$ cat src/rtl/pid_pkg.sv
// pid_pkg: shared widths, stage/job enums and saturation helper
// for the PID arithmetic datapath.
package pid_pkg;

  localparam int EW_D    = 10;
  localparam int KW_D    = 9;
  localparam int AW_D    = 16;
  localparam int OW_D    = 16;
  localparam int SHIFT_D = 4;

  typedef enum logic [2:0] {
    ST_NONE,
    ST_S1,
    ST_S2,
    ST_S3,
    ST_S4
  } stage_e;

  typedef enum logic [1:0] {
    J_IDLE,
    J_LOAD,
    J_MUL,
    J_DONE
  } job_e;

  // Clamp a wide signed value into a w-bit signed range.
  function automatic logic signed [63:0] sat_w(
    input logic signed [63:0] x,
    input int                 w
  );
    logic signed [63:0] hi;
    logic signed [63:0] lo;
    hi = (64'sd1 <<< (w - 1)) - 64'sd1;
    lo = -(64'sd1 <<< (w - 1));
    if (x > hi) return hi;
    if (x < lo) return lo;
    return x;
  endfunction

endpackage

$ cat src/rtl/pid_shift_mult.sv
// pid_shift_mult: signed operand x unsigned gain, LSB-first
// shift-add, one gain bit per cycle (KW-cycle latency).
module pid_shift_mult #(
  parameter int AW = 16,
  parameter int KW = 9
) (
  input  logic             clk,
  input  logic             rst,
  input  logic             clr_i,
  input  logic             start_i,
  input  logic [AW-1:0]    a_i,
  input  logic [KW-1:0]    b_i,
  output logic [AW+KW-1:0] p_o,
  output logic             done_o
);

  localparam int PW = AW + KW;
  localparam int CW = $clog2(KW + 1);

  logic [PW-1:0] op_q;
  logic [KW-1:0] g_q;
  logic [PW-1:0] p_q;
  logic [CW-1:0] cnt_q;
  logic          busy_q;
  logic          last;

  assign last   = (cnt_q == CW'(KW - 1));
  assign done_o = busy_q && last;
  assign p_o    = p_q;

  // Load on start, then add the shifted operand per set gain bit.
  always_ff @(posedge clk) begin
    if (rst) begin
      op_q   <= '0;
      g_q    <= '0;
      p_q    <= '0;
      cnt_q  <= '0;
      busy_q <= 1'b0;
    end else if (clr_i) begin
      cnt_q  <= '0;
      busy_q <= 1'b0;
    end else if (start_i) begin
      op_q   <= {{KW{a_i[AW-1]}}, a_i};
      g_q    <= b_i;
      p_q    <= '0;
      cnt_q  <= '0;
      busy_q <= 1'b1;
    end else if (busy_q) begin
      p_q   <= p_q + (g_q[0] ? op_q : '0);
      op_q  <= op_q << 1;
      g_q   <= g_q >> 1;
      cnt_q <= cnt_q + 1'b1;
      if (last) busy_q <= 1'b0;
    end
  end

endmodule

$ cat src/rtl/pid_datapath.sv
// pid_datapath: P/I/D terms on one shared multiplier, output update,
// sample tick. Option: PID_ANTIWINDUP_EN holds acc while u is clamped.
module pid_datapath
  import pid_pkg::*;
#(
  parameter int EW         = EW_D,
  parameter int KW         = KW_D,
  parameter int AW         = AW_D,
  parameter int OW         = OW_D,
  parameter int SHIFT      = SHIFT_D,
  parameter int SAMPLE_DIV = 50000
) (
  input  logic          clk,
  input  logic          rst,
  input  logic          rst1,
  input  logic          ena1,
  input  logic          ena2,
  input  logic          etapa2,
  input  logic          etapa3,
  input  logic          etapa4,
  input  logic [KW-1:0] kp,
  input  logic [KW-1:0] ki,
  input  logic [KW-1:0] kd,
  input  logic [EW-1:0] err,
  output logic          seg,
  output logic          tiempo,
  output logic [OW-1:0] u,
  output logic          sat
);

  localparam int PW = AW + KW;
  localparam int SW = PW + 2;
  localparam int DW = EW + 1;
  localparam int TW = $clog2(SAMPLE_DIV);

  stage_e code_d, code_q, hist_q, job_q;
  job_e   st_d, st_q;

  logic                 sampled_q, s1seg_q, ena2_q;
  logic signed [EW-1:0] err_s, e_q, ep_q;
  logic signed [AW-1:0] acc_q, anx_q, anx_d;
  logic signed [PW-1:0] p_q, i_q, d_q, mprod;
  logic signed [SW-1:0] sum_q, shf;
  logic signed [OW-1:0] u_q, u_nx;
  logic                 sat_q, clamp;
  logic [TW-1:0]        tcnt_q;
  logic                 tiempo_q;

  logic                 newc, s1_go, job_go, mstart, mdone, hold;
  logic [KW-1:0]        gain;
  logic [AW-1:0]        opnd;
  logic signed [DW-1:0] diff;
  logic signed [63:0]   acc_w, u_w;

  assign err_s  = err;
  assign newc   = (code_q != hist_q) && (code_q != ST_NONE);
  assign s1_go  = newc && (code_q == ST_S1) && (st_q == J_IDLE) && !rst1;
  assign job_go = newc && (code_q inside {ST_S2, ST_S3, ST_S4})
                  && (st_q == J_IDLE);
  assign seg    = (s1seg_q || (st_q == J_DONE)) && !rst1;
  assign tiempo = tiempo_q;
  assign u      = u_q;
  assign sat    = sat_q;

  // Decode the sequencer strobes into a stage code.
  always_comb begin
    code_d = ST_NONE;
    if (ena1) begin
      if (etapa2)         code_d = ST_S2;
      else if (etapa3)    code_d = ST_S3;
      else if (etapa4)    code_d = ST_S4;
      else if (!sampled_q) code_d = ST_S1;
    end
  end

  // Select gain/operand for the job and form the integrator update.
  always_comb begin
    diff  = DW'(e_q) - DW'(ep_q);
    acc_w = sat_w(64'(acc_q) + 64'(e_q), AW);
`ifdef PID_ANTIWINDUP_EN
    hold  = sat_q && (e_q[EW-1] == u_q[OW-1]);
`else
    hold  = 1'b0;
`endif
    anx_d = hold ? acc_q : AW'(acc_w);
    gain  = kp;
    opnd  = AW'(e_q);
    unique case (job_q)
      ST_S3: begin
        gain = ki;
        opnd = anx_d;
      end
      ST_S4: begin
        gain = kd;
        opnd = AW'(diff);
      end
      default: begin
        gain = kp;
        opnd = AW'(e_q);
      end
    endcase
  end

  // Scale and saturate the term sum for the output register.
  always_comb begin
    shf   = sum_q >>> SHIFT;
    u_w   = sat_w(64'(shf), OW);
    u_nx  = OW'(u_w);
    clamp = (u_w != 64'(shf));
  end

  // Job FSM next state: LOAD starts the multiplier, rst1 aborts.
  always_comb begin
    st_d   = st_q;
    mstart = 1'b0;
    unique case (st_q)
      J_IDLE:  if (job_go) st_d = J_LOAD;
      J_LOAD: begin
        mstart = 1'b1;
        st_d   = J_MUL;
      end
      J_MUL:   if (mdone) st_d = J_DONE;
      J_DONE:  st_d = J_IDLE;
      default: st_d = J_IDLE;
    endcase
    if (rst1) begin
      st_d   = J_IDLE;
      mstart = 1'b0;
    end
  end

  // Job FSM state register.
  always_ff @(posedge clk) begin
    if (rst) st_q <= J_IDLE;
    else     st_q <= st_d;
  end

  pid_shift_mult #(
    .AW(AW),
    .KW(KW)
  ) u_mult (
    .clk    (clk),
    .rst    (rst),
    .clr_i  (rst1),
    .start_i(mstart),
    .a_i    (opnd),
    .b_i    (gain),
    .p_o    (mprod),
    .done_o (mdone)
  );

  // Stage tracking, term commits and the output update.
  always_ff @(posedge clk) begin
    if (rst) begin
      code_q    <= ST_NONE;
      hist_q    <= ST_NONE;
      job_q     <= ST_NONE;
      sampled_q <= 1'b0;
      s1seg_q   <= 1'b0;
      ena2_q    <= 1'b0;
      e_q       <= '0;
      ep_q      <= '0;
      acc_q     <= '0;
      anx_q     <= '0;
      p_q       <= '0;
      i_q       <= '0;
      d_q       <= '0;
      sum_q     <= '0;
      u_q       <= '0;
      sat_q     <= 1'b0;
    end else begin
      ena2_q <= ena2;
      if (ena2 && !ena2_q) begin
        u_q   <= u_nx;
        sat_q <= clamp;
      end
      if (rst1) begin
        code_q    <= ST_NONE;
        hist_q    <= ST_NONE;
        sampled_q <= 1'b0;
        s1seg_q   <= 1'b0;
        p_q       <= '0;
        i_q       <= '0;
        d_q       <= '0;
        sum_q     <= '0;
      end else begin
        code_q  <= code_d;
        hist_q  <= code_q;
        s1seg_q <= s1_go;
        if (s1_go) begin
          e_q       <= err_s;
          sampled_q <= 1'b1;
        end
        if (job_go) job_q <= code_q;
        if (st_q == J_LOAD) anx_q <= anx_d;
        if (st_q == J_DONE) begin
          unique case (job_q)
            ST_S2: p_q <= mprod;
            ST_S3: begin
              i_q   <= mprod;
              acc_q <= anx_q;
            end
            ST_S4: begin
              d_q   <= mprod;
              ep_q  <= e_q;
              sum_q <= SW'(p_q) + SW'(i_q) + SW'(mprod);
            end
            default: ;
          endcase
        end
      end
    end
  end

  // Free-running sample period counter.
  always_ff @(posedge clk) begin
    if (rst) begin
      tcnt_q   <= '0;
      tiempo_q <= 1'b0;
    end else begin
      tiempo_q <= (tcnt_q == TW'(SAMPLE_DIV - 1));
      if (tcnt_q == TW'(SAMPLE_DIV - 1)) tcnt_q <= '0;
      else                               tcnt_q <= tcnt_q + 1'b1;
    end
  end

endmodule

$ cat config.mk
export PLATFORM = sky130hd
export DESIGN_NAME = pid_datapath
export DESIGN_NICKNAME = d
export VERILOG_FILES = /design/src/rtl/pid_pkg.sv /design/src/rtl/pid_shift_mult.sv /design/src/rtl/pid_datapath.sv
export SDC_FILE = /design/constraint.sdc
export NUM_CORES = 1
export LEC_CHECK = 0
export CAP_MARGIN = 20
export CORE_ASPECT_RATIO = 0.7
export CORE_MARGIN = 2
export CORE_UTILIZATION = 40
export CTS_BUF_LIST = sky130_fd_sc_hd__clkbuf_2
export DETAILED_ROUTE_END_ITERATION = 8
export PLACE_DENSITY = 0.61
export SYNTH_ARGS = -nofsm -noshare
export SYNTH_HDL_FRONTEND = slang
export SYNTH_SLANG_ARGS = --single-unit
$ cat constraint.sdc
create_clock -name clk -period 7.5 [get_ports clk]
set_clock_uncertainty 0.15 [all_clocks]
set_input_delay 2.25 -clock clk [delete_from_list [all_inputs] [get_ports clk]]
set_output_delay 2.25 -clock clk [all_outputs]
set_load 0.02 [all_outputs]
# Word-level counts from Yosys, hierarchy flattened
# Cells that the tools add are included.
op_classes:
  addsub: 7
  n_reduce_logical: 32
  n_eq_ne: 16
  mux: 35
  magnitude_cmp: 4
  bitwise: 2
ops:
  columns: ["cell", "n"]
  rows:
  - ["64-bit two-way mux", 4]
  - ["25-bit two-way mux", 5]
  - ["16-bit two-way mux", 4]
  - ["64-bit by 23-bit != test with 1-bit output", 1]
  - ["16-bit one-hot mux with 2 select lines", 1]
  - ["26-bit by 25-bit adder with 27-bit output", 1]
  - ["25-bit by 25-bit adder with 26-bit output", 1]
  - ["25-bit adder", 1]
  - ["23-bit by 16-bit > comparator with 1-bit output (second input constant)", 1]
  - ["23-bit by 16-bit less-than comparator with 1-bit output (second input constant)", 1]
  - ["9-bit two-way mux", 2]
  - ["9-bit one-hot mux with 2 select lines", 1]
  - ["16-bit by 10-bit adder with 17-bit output", 1]
  - ["17-bit by 16-bit > comparator with 1-bit output (second input constant)", 1]
  - ["17-bit by 16-bit less-than comparator with 1-bit output (second input constant)", 1]
  - ["16-bit by 1-bit adder with 16-bit output (second input constant)", 1]
  - ["16-bit == test (second input constant)", 1]
  - ["2-bit AND reduction", 8]
  - ["3-bit by 2-bit == test with 1-bit output (second input constant)", 4]
  - ["1-bit two-way mux", 12]
  - ["10-bit by 10-bit subtractor with 11-bit output", 1]
  - ["1-bit logical AND", 9]
  - ["2-bit two-way mux", 4]
  - ["2-bit one-hot mux with 4 select lines", 1]
  - ["20 further kinds", 29]
word_totals:
  register_bits: 241
  inputBits: 45

# Longest topological paths before layout
depth:
  word_depth: 8
  mapped_depth: 13

# Cells and area by module
# A second synthesis with hierarchy kept.
unflattened:
  hier_cells: 1652
  area_unflattened_um2: 13535.5
modules_own_cells:
  columns: ["mod", "seq_area_each_um2", "instances", "cells_each", "area_each_um2"]
  rows:
  - ["pid_datapath", 3463.3, 1, 1201, 9644.2]
  - ["pid_shift_mult", 1281.2, 1, 451, 3891.2]

# Worst setup path before layout
# No wires, ideal clock.
synth_timing:
  kind: "in2out"
  from: "input rst1"
  to: "output seg"
  path_buffers: 1
  stages: 2
  arrival_time_ns: 2.723
  path_slack_ns: 2.377
  path_cell_list: "clkbuf_1 nor2_1"
synth_via:
  elab_chain_len: 2
synth_rtl:
  columns: ["element", "line_no", "rtl"]
  rows:
  - ["from (decl)", "pid_datapath.sv:15", "input logic rst1,"]
  - ["1-bit logical NOT", "pid_datapath.sv:60", "assign seg = (s1seg_q || (st_q == J_DONE)) && !rst1;"]
  - ["1-bit logical AND", "pid_datapath.sv:60", null]
  - ["to (decl)", "pid_datapath.sv:25", "output logic seg,"]
# No other way between the ends.

# Worst setup path after layout
# Ends and elaborated chain as after synthesis.

==> reports/metrics.yaml <==
synth_seq_cells: 237
synthArstFlopShare: 0
clk_pin_slew_ns: 0.11
placedCellCount: 2022
power.density_nw_per_um2: 154
synth.area.top_cells: "dfxtp_1 36%, ha_1 8.0%, a21oi_1 7.1%"
ys_types: 74
slew_violations: 0
grt_max_degree: 88
cp_max_fo: 13
post_cts_buffers: 0
reg2reg_setup_slack_ns: 3.51
cap_violations: 0
finalSetupViolCount: 0
drc: 0
ys_seq_area_frac: 0.362
die-area_um2: 34300
pre_cts_slack_ns: 1.37
cts.path.max_buffers: 3
worst_slack_ns: 1.37
syn_inst: 1592
core_area_um2: 32300
first_pass_iters: 5
hold_path_end: "anx_q[11]$_SDFFE_PP0P_"
dpl.hpwl_um: 23600
cp_data_arrival_time_ns: 3.73
htree_levels: 2
grt-ovfl-total: 0
antenna_found_initial: 1
hold_violations: 0
rr_worst_depth: 12
final_cell_count_no_fill: 2124
cts_hold_buf: 0
areaGrowthSynthToFinish_pct: 11.5
hold_class: "flip-flop to flip-flop"
r2r-start: "u_mult.g_q[0]$_SDFFE_PP0P_"
synth_ff_type: "dfxtp_1"
wl_per_cell_um: 15.6
final_cell_mix: "246 x nand2_1, 237 x dfxtp_1, 185 x a21oi_1"
start_util: 0.406
yosysTopAreaCell: "dfxtp_1"
worst_pin_slew_ns: 0.977
end_kind: "output port"
drt_wl_total_um: 33100
insertion_delay_ns: 0.93
grt_pass1_wl_um: 54900
cts_resized: 0
num_rows: 55
grt_pass1_vias: 10700
p_leak_nw: 5.81
min_period_ns: 6.13
vias: 11400
yosysWarnings: 0
fin_tns_setup_ns: 0
netlist_area_um2: 13100
cts_tree: "yes"
grtUsageTotal: 0.196
fp.dieH_um: 156
max_slew_margin: 0.349
hold_slack_ns: 0.304
vias_per_cell: 5.38
start_kind: "input port"
gp_congestion: 0.836
synth_top_area_frac: 0.362
cts_sinks: 237
cp.required_ns: 5.10
postRouteAntennaNets: 0
root_buffer: "clkbuf_2"
fmax_mhz: 163
cts_buffers: 60
synth_edf_count: 0
r2r-end: "u_mult.p_o[24]$_SDFFE_PP0P_"
status: "finished, final reports clean"
die_w_um: 220
ios: 64
layout.nets: 1813
critical_path_class: "input port to output port"
rsz0062_at_grt: "false"
worst_hold_path.num_cells: 2
peakVddDrop_mv: 0.0784
syn_nets: 1748
drive_above_1_share: 0.0844
final_common_cell: "nand2_1"
syn-mean-instance-area_um2: 8.24
drt_iter0_markers: 889
hp-start: "anx_q[11]$_SDFFE_PP0P_"
io_buffers: 63
fin_crit_sh: 0.818
[where the power goes]
part / switching (mW) / leakage (nW) / internal (mW) / total (mW)
sequential: 0.00978 / 1.91 / 1.27 / 1.28
clock: 0.538 / 0.394 / 0.307 / 0.845
combinational: 0.0699 / 3.50 / 0.0526 / 0.122
[cells by family after synthesis]
family,Yosys count,share of synthesized area
compound gates,439,0.215
xor+xnor,73,0.0487
fa+ha+maj,112,0.122
buf+inv,120,0.0344
flops,237,0.362
mux,20,0.0153
simple gates,591,0.202
[worst max-delay path by stage]
stage	end	start
2_1_floorplan	seg	rst1
3_3_place_gp	seg	rst1
3_5_place_dp	seg	rst1
4_1_cts	seg	rst1
5_1_grt	seg	rst1
6_report	seg	rst1
[per-layer routing]
layer / vias up / global-route usage / wire, um / share of wire
met4: 0 / 0.0505 / 448 / 0.014
met2: 285 / 0.265 / 12500 / 0.38
met3: 43 / 0.0436 / 2250 / 0.068
met5: - / 0 / 0 / 0
li1: 5768 / - / - / -
met1: 5339 / 0.305 / 17900 / 0.54
[flip-flops by register name, indices dropped and copies added, names as in the netlist, 16 cells and up]
signal       cells
u_mult.p_o      25
u_mult.op_q     25
anx_q           16
tcnt_q          16
p_q             25
sum_q           23
acc_q           16
u               16
i_q             25
[metrics by stage]
| step | cell area [um2] | power [mW] | util |
|---|---|---|---|
| 2_1_floorplan | 13100 | 1.38 | - |
| 6_report | 14600 | 2.25 | 0.453 |
| 4_1_cts | 14600 | 2.29 | 0.453 |
| 3_5_place_dp | 14100 | 1.43 | 0.438 |
| 3_3_place_gp | 14100 | 1.43 | 0.438 |
| 5_1_grt | 14600 | 2.36 | 0.453 |
[critical path, stage by stage]
cell	delay, ns
clkdlybuf4s50_1	0.65
nor2_1	0.21
clkdlybuf4s50_1	0.62
[cell type report]
| cell class | instances | area [um2] |
|---|---|---|
| multi-input cells | 1235 | 7940 |
| fillers | 3255 | 17600 |
| well taps | 427 | 534 |
| clock buffers | 87 | 435 |
| flip-flops and latches | 237 | 4740 |
| inverters | 41 | 154 |
| diodes | 2 | 5.00 |
| clock inverters | 13 | 52.6 |
| repair buffers | 82 | 771 |
[synth_stat cells (4+ instances only)]
master,n
a2111oi_0,4
a211o_1,4
a211oi_1,20
a21o_1,24
a21oi_1,185
a221oi_1,21
a22o_1,9
a22oi_1,33
a311oi_1,17
a31o_2,4
a31oi_1,7
and2_1,29
and3_1,8
buf_1,4
clkbuf_1,74
dfxtp_1,237
fa_1,27
ha_1,84
inv_1,41
mux2i_1,20
nand2_1,246
nand2b_1,29
nand3_1,30
nand4_1,5
nor2_1,164
nor2b_1,9
nor3_1,28
nor3b_1,4
nor4_1,6
o211ai_1,5
o21a_1,9
o21ai_0,56
o21bai_1,9
or2_2,5
or3_1,6
xnor2_1,41
xor2_1,32
(Power assumes the default switching activity.)
